**config.mk**
```make
export PLATFORM = sky130hd
export DESIGN_NAME = somador_bcd_3dig
export DESIGN_NICKNAME = d
export VERILOG_FILES = /design/src/rtl/somador_bcd_3dig.sv
export SDC_FILE = /design/constraint.sdc
export NUM_CORES = 1
export LEC_CHECK = 0
export ABC_CLOCK_PERIOD_IN_PS = 800
export CORE_MARGIN = 3
export CORE_UTILIZATION = 25
export CTS_CLUSTER_SIZE = 12
export DETAILED_ROUTE_END_ITERATION = 7
export GPL_TIMING_DRIVEN = 0
export PLACE_DENSITY = 0.53
export SYNTH_ARGS = -nofsm -noshare
export SYNTH_HDL_FRONTEND = slang
export SYNTH_SLANG_ARGS = --single-unit
```
**constraint.sdc**
```tcl
create_clock -name clk -period 0.8 [get_ports clk]
set_input_delay 0.12 -clock clk [delete_from_list [all_inputs] [get_ports clk]]
set_output_delay 0.12 -clock clk [all_outputs]
set_load 0.1 [all_outputs]
```
**src/rtl/somador_bcd_3dig.sv**
```systemverilog
// Three-digit BCD adder: A + B + C_in converted to packed BCD by combinational double-dabble.
// Latency one cycle, one result per cycle, no handshake or backpressure.
module somador_bcd_3dig (
  input  logic        clk,
  input  logic        rst_n,
  input  logic [7:0]  A,
  input  logic [7:0]  B,
  input  logic        C_in,
  output logic [11:0] S,
  output logic        C_out
);

  logic [8:0]  w_sum;
  logic [11:0] w_bcd;
  logic [11:0] r_s;
  logic        r_c_out;

  assign w_sum = {1'b0, A} + {1'b0, B} + {8'd0, C_in};

  // Add-3 before each shift; nine shifts of a 9-bit value keep the hundreds digit at most 5
  always_comb begin
    w_bcd = 12'd0;
    for (int i = 8; i >= 0; i--) begin
      if (w_bcd[3:0] >= 4'd5)  w_bcd[3:0]  = w_bcd[3:0]  + 4'd3;
      if (w_bcd[7:4] >= 4'd5)  w_bcd[7:4]  = w_bcd[7:4]  + 4'd3;
      if (w_bcd[11:8] >= 4'd5) w_bcd[11:8] = w_bcd[11:8] + 4'd3;
      w_bcd = {w_bcd[10:0], w_sum[i]};
    end
  end

  always_ff @(posedge clk or negedge rst_n) begin
    if (!rst_n) begin
      r_s     <= 12'h000;
      r_c_out <= 1'b0;
    end else begin
      r_s     <= w_bcd;
      r_c_out <= w_sum[8];
    end
  end

  assign S     = r_s;
  assign C_out = r_c_out;

endmodule

```
==> results of run 1 <==
placed cells by master (no fill, tap or decap), types with 4 or more instances in the layout:
cell type,n
nand2_1,10
dfrtp_2,11
nor2b_4,4
ha_4,12
a22oi_1,4
nor2_1,17
nand3_1,6
inv_1,12
ha_1,5
buf_8,8
xor2_1,4
o211ai_1,4
nand4_1,5
buf_6,21
nor3_1,9
nand2b_1,7
o21ai_0,14
dlygate4sd2_1,12
xnor2_1,5
buf_4,47
a21oi_1,9
a31oi_1,6
where the power goes:
| group | leakage, nW | total (mW) | internal (mW) | switching (mW) |
|---|---|---|---|---|
| registers | 0.136 | 1.11 | 0.972 | 0.141 |
| clock network | 0.0228 | 0.539 | 0.348 | 0.191 |
| logic | 1.38 | 15.6 | 7.14 | 8.45 |
state kept, by name (all words and copies together) (netlist names):
name / count
S: 11
C_out: 1
synth_stat cells (all sizes together) (7+ instances only):
library cell / number / area share
a21oi: 13 / 0.036
a31oi: 8 / 0.023
buf: 8 / 0.022
dfrtp: 12 / 0.14
ha: 18 / 0.11
inv: 18 / 0.032
nand2: 11 / 0.019
nand2b: 8 / 0.023
nand3: 7 / 0.016
nor2: 20 / 0.035
nor2b: 8 / 0.023
nor3: 14 / 0.035
o21ai: 18 / 0.044
critical path: cells and delay by family:
family | cells | cell delay (ns)
AO/OA/AOI/OAI | 10 | 2.38
XOR/XNOR | 2 | 0.36
adder cells (fa/ha/maj) | 6 | 1.60
buffers and inverters | 5 | 0.42
AND/OR/NAND/NOR | 6 | 0.92
through the flow:
step	util	std cells	hold WS [ns]	total power, mW
finish	0.4480	470	0.2221	17.24
global route	0.4480	470	0.2754	18.65
CTS	0.4267	459	0.2461	16.08
detailed placement	0.3362	407	0.4967	12.82
global placement	0.3362	407	0.4934	12.73
floorplan	-	272	-0.1756	10.84
cell families after synthesis:
family | share of synthesized area
AO/OA/AOI/OAI | 0.3498
XOR/XNOR | 0.05273
adder cells (fa/ha/maj) | 0.1289
buffers and inverters | 0.05565
flip-flops | 0.1406
multiplexers | 0.02050
other | 0.001756
AND/OR/NAND/NOR | 0.2502
worst min-delay path by stage:
stage / endpoint / cells past startpoint
final: S[9] / 1
after global routing: C_out / 1
after floorplan: C_out / 0
after CTS: S[9] / 1
after detailed placement: S[4] / 1
after global placement: S[4] / 1
layer usage:
layer | global-route usage | up-vias | routed length [um]
li1 | - | 1227 | -
met1 | 0.1668 | 1177 | 2899
met2 | 0.2418 | 37 | 3215
met3 | 0.008493 | 4 | 171
met4 | 0.02521 | 0 | 46
met5 | 0 | - | 0
area by class of cell:
class / count / area (sq um) / area share
Multi-Input combinational cell: 233 / 2203 / 0.5955
Timing Repair Buffer: 90 / 857.1 / 0.2317
Sequential cell: 12 / 314.1 / 0.08488
Tap cell: 105 / 131.4 / 0.03551
Inverter: 19 / 86.33 / 0.02333
Buffer: 7 / 62.56 / 0.01691
Clock buffer: 4 / 45.04 / 0.01217
timing repair:
action | CTS | global route
setup endpoints to repair | 24 | 23
pin swaps | 31 | 33
setup buffers | 49 | 13
resized for setup | 178 | 22
endpoints found under the hold margin | 0 | 0
==> flow_metrics.env, run 1 <==
export IMPL_cts_sinks=12
export IMPL_hold_buffers=0
export IMPL_grt_pass1_wl_um=11110
export IMPL_ys_flop_type="dfrtp_1"
export IMPL_via_per_inst=5.202
export IMPL_cap_violations=0
export IMPL_die_area_sq_mm=0.009688
export IMPL_cp_arrival_ns=5.83
export IMPL_pin_count=32
export IMPL_irDropWorstVdd_uv=1557
export IMPL_drive_above_1_share=0.4904
export IMPL_crit_path_frequent_cell="ha_4"
export IMPL_grt_usage=0.1305
export IMPL_synth_edf_count=0
export IMPL_min_period_over_period=7.101
export IMPL_relSlewSlack=0.4180
export IMPL_synthesis_nets=311
export IMPL_async_flop_share=1.000
export IMPL_fin_area_sq_mm=0.003700
export IMPL_path_class="in -> reg"
export IMPL_die_x_um=98.43
export IMPL_antenna_found_initial=0
export IMPL_cts_tree="done"
export IMPL_core_area_sq_mm=0.008258
export IMPL_area_growth_synth_to_final_pct=73.23
export IMPL_cts_buffer_depth=2
export IMPL_grt_max_degree=13
export IMPL_synthCells=272
export IMPL_violations="negative setup slack"
export IMPL_slew_violations=0
export IMPL_finalCriticalPeriod_ns=5.681
export IMPL_worst_pin_slew_ns=0.8668
export IMPL_critPathMaxFanout=7
export IMPL_hp_class="in -> async"
export IMPL_first_iter_violations=86
export IMPL_ys_seq_area_frac=0.1406
export IMPL_cts_buffers=3
export IMPL_yosysUniqueCellTypes=73
export IMPL_power_density_mw_per_mm2=4660
export IMPL_max_stage_delay_ns=0.40
export IMPL_routabilityCongestion=0.8506
export IMPL_row_count=33
export IMPL_setup_slack_ns=-4.881
export IMPL_dp_hpwl_um=4298
export IMPL_port_buffers=30
export IMPL_ys_ff_latch=12
export IMPL_fmax_mhz=176.0
export IMPL_routed_wl_um=6331
export IMPL_critPathCapture="S[4]"
export IMPL_clkSlewWorstSetupHoldPaths_ns=0.05
export IMPL_cp_required_ns=0.95
export IMPL_final_nets=405
export IMPL_worst_setup_path_end_kind="register"
export IMPL_ctsHtreeMaxLevel=1
export IMPL_drc=0
export IMPL_rsz0062_at_grt="yes"
export IMPL_cts_root_buf="clkbuf_8"
export IMPL_drtPass1Iterations=4
export IMPL_place_area_sq_mm=0.002776
export IMPL_nFillCells=801
export IMPL_setup_viol=23
export IMPL_p_leak_nw=1.537
export IMPL_ys_warn_count=0
export IMPL_critPathLaunch="C_in"
export IMPL_grt_ovfl_total=0
export IMPL_status="finished, violations left"
export IMPL_hold_viol=0
export IMPL_start_kind="primary input"
export IMPL_initial_core_util=0.2586
export IMPL_crit_path_top_delay_cell="fa_2"
export IMPL_finalSetupTns_ns=-48.84
export IMPL_antenna_left=0
export IMPL_dieHeight_um=98.43
export IMPL_grt_pass1_vias=2466
export IMPL_vias=2445
export IMPL_pre_cts_ws_ns=-6.237
export IMPL_synth_area_sq_mm=0.002136
export IMPL_syn_avg_cell_area_sq_um=7.852
export IMPL_wl_per_cell_um=13.47
export IMPL_diodes=0
(Power assumes the default switching activity.)
==> inputs of run 2 (changes only) <==
--- a/config.mk
+++ b/config.mk
@@ -5,13 +5,15 @@
 export SDC_FILE = /design/constraint.sdc
 export NUM_CORES = 1
 export LEC_CHECK = 0
+export ABC_AREA = 1
 export ABC_CLOCK_PERIOD_IN_PS = 800
 export CORE_MARGIN = 3
 export CORE_UTILIZATION = 25
 export CTS_CLUSTER_SIZE = 12
 export DETAILED_ROUTE_END_ITERATION = 7
 export GPL_TIMING_DRIVEN = 0
-export PLACE_DENSITY = 0.53
+export PLACE_DENSITY = 0.54
 export SYNTH_ARGS = -nofsm -noshare
 export SYNTH_HDL_FRONTEND = slang
 export SYNTH_SLANG_ARGS = --single-unit
+export TNS_END_PERCENT = 10
==> run 2 against run 1 <==
  * The flow still finishes with violations (negative setup slack)
  * Via count is 25% lower
  * Final cell count is 10% lower
  * Non-clock buffer count is 14 lower
  * Count of clock-buffer cells in the layout is 1 lower
  * Sequential share of layout area is 1.8 points higher
  * Worst hold slack better by 0.0023 ns
  * Routed wire length is 33% lower
  * Synthesized cell count is 4.8% lower
  * Maximum frequency is 20% higher
  * Global-route usage is 2.0 points lower
  * Design area is 21% lower
  * Flip-flop and latch count stayed put
==> flow_metrics.env, run 2 <==
export IMPL_setup_slack_ns=-3.921
export IMPL_rsz0062_at_grt="yes"
export IMPL_cts_buffer_depth=2
export IMPL_grt_pass1_wl_um=7203
export IMPL_grt_max_degree=13
export IMPL_grt_ovfl_total=0
export IMPL_dp_hpwl_um=2778
export IMPL_hold_slack_ns=0.2244
export IMPL_cts_root_buf="clkbuf_8"
export IMPL_drive_above_1_share=0.4709
export IMPL_diodes=0
export IMPL_pin_count=32
export IMPL_die_area_sq_mm=0.007806
export IMPL_pre_cts_ws_ns=-4.939
export IMPL_ys_seq_area_frac=0.1771
export IMPL_ys_ff_latch=12
export IMPL_final_cell_mix="nand2_1 (63), buf_4 (53), inv_1 (34)"
export IMPL_path_class="in -> reg"
export IMPL_cp_required_ns=0.93
export IMPL_ys_warn_count=0
export IMPL_violations="negative setup slack"
export IMPL_antenna_left=0
export IMPL_drtPass1Iterations=4
export IMPL_port_buffers=30
export IMPL_synth_area_leaders="dfrtp_1 (18%), nand2_1 (17%), ha_1 (13%)"
export IMPL_grt_pass1_vias=1781
export IMPL_critPathMaxFanout=5
export IMPL_fin_util=0.4516
export IMPL_drc=0
export IMPL_ctsHtreeMaxLevel=1
export IMPL_dieHeight_um=88.35
export IMPL_clkSlewWorstSetupHoldPaths_ns=0.05
export IMPL_ys_flop_type="dfrtp_1"
export IMPL_crit_path_top_delay_cell="fa_2"
export IMPL_grt_usage=0.1107
export IMPL_hold_buffers=0
export IMPL_start_kind="primary input"
export IMPL_row_count=29
export IMPL_first_iter_violations=51
export IMPL_status="finished, violations left"
export IMPL_cap_violations=0
export IMPL_synth_edf_count=0
export IMPL_largest_reg_flops=11
export IMPL_routabilityCongestion=0.7422
export IMPL_synth_top_area_cell="dfrtp_1"
export IMPL_synthCells=259
export IMPL_nFillCells=646
export IMPL_synth_top_area_frac=0.1771
export IMPL_wl_per_cell_um=10.01
export IMPL_die_x_um=88.35
export IMPL_cp_arrival_ns=4.85
export IMPL_vias=1835
export IMPL_yosysUniqueCellTypes=30
export IMPL_antenna_found_initial=0
export IMPL_async_flop_share=1.000
export IMPL_setup_viol=23
export IMPL_cts_tree="done"
export IMPL_cts_buffers=3
export IMPL_finalCriticalPeriod_ns=4.721
export IMPL_crit_path_frequent_cell="buf_4"
export IMPL_area_growth_synth_to_final_pct=72.03
export IMPL_slew_violations=0
export IMPL_final_seq_area_sq_um=300.3
export IMPL_synth_most_common_cell="nand2_1"
export IMPL_synth_top_cells_by_count="nand2_1 (77), inv_1 (43), nand3_1 (28), ha_1 (18), nand2_2 (17)"
export IMPL_multiInputGateArea_sq_mm=0.001523
export IMPL_via_per_inst=4.359
export IMPL_syn_avg_cell_area_sq_um=6.546
export IMPL_worst_setup_path_end_kind="register"
export IMPL_fmax_mhz=211.8
export IMPL_synthesis_nets=298
export IMPL_worst_pin_slew_ns=0.5065
export IMPL_hp_class="in -> async"
export IMPL_synth_area_sq_mm=0.001695
export IMPL_final_nets=385
export IMPL_hold_viol=0
export IMPL_mostFrequentLayoutCell="nand2_1"
export IMPL_routed_wl_um=4216
export IMPL_cts_sinks=12
export IMPL_min_period_over_period=5.901
export IMPL_core_area_sq_mm=0.006459
export IMPL_relSlewSlack=0.6612
export IMPL_initial_core_util=0.2625
export IMPL_max_stage_delay_ns=0.38
run 2: changes by cell type in the layout (fill, tap and decap cells not counted), moves of 11 or more:
cell     change
nand2_2     +19
buf_6       -21
nand3_1     +15
o21ai_0     -14
dfrtp_1     +11
nand2_1     +53
inv_1       +22
nand2_4     +12
dfrtp_2     -11
run 2: worst paths after layout:
path,startpoint,end,cells after the start
worst max-delay path,C_in,S[1],38
worst min-delay path,rst_n,S[0],1
max in group asynchronous,rst_n,S[7],1
min in group clk,C_in,S[0],4
run 2: kinds of logic (layout without fill, tap and decap cells):
family | Yosys count | after routing | share of synthesized area
compound gates | 18 | 18 | 0.08487
xor+xnor | 5 | 5 | 0.02583
fa+ha+maj | 20 | 20 | 0.1565
buf+inv | 51 | 136 | 0.1151
flops | 12 | 12 | 0.1771
other cells | 1 | 1 | 0.002212
simple gates | 152 | 152 | 0.4384
run 2: critical path, delay by kind of cell:
| family | cells | cell delay [ns] |
|---|---|---|
| AOI/OAI and AO/OA | 1 | 0.16 |
| buffers and inverters | 25 | 2.83 |
| and+or+nand+nor | 9 | 0.86 |
| adders and majority gates | 3 | 0.89 |
run 2: per-stage QoR:
step / cells / instance area [sq um] / TNS [ns]
after CTS: 411 / 2761 / -38.60
after floorplan: 259 / 1804 / -40.32
after global placement: 366 / 2201 / -58.21
after detailed placement: 366 / 2201 / -58.65
final: 421 / 2917 / -39.27
after global routing: 421 / 2917 / -42.95
run 2: layer usage:
| metal | up-vias | track usage | share of wire |
|---|---|---|---|
| li1 | 981 | - | - |
| met1 | 826 | 0.1326 | 0.44 |
| met2 | 22 | 0.2107 | 0.53 |
| met3 | 6 | 0.008380 | 0.018 |
| met4 | 0 | 0.02885 | 0.010 |
| met5 | - | 0 | 0 |
run 2: timing repair:
item	in CTS	in global routing
hold endpoints to repair	0	0
setup endpoints to repair	24	23
buffers inserted	42	10
pin swaps	32	16
resized for setup	139	19
run 2: cell type report:
class,instances,share of cell area
flip-flops and latches,12,0.1030
multi-input cells,196,0.5221
plain buffers,1,0.002574
well taps,77,0.03303
clock buffers,3,0.01416
inverters,50,0.06864
repair buffers,82,0.2565
Power of run 2 is not shown: default switching activity piles up to over one toggle a cycle in this logic, so the estimate is an artifact.
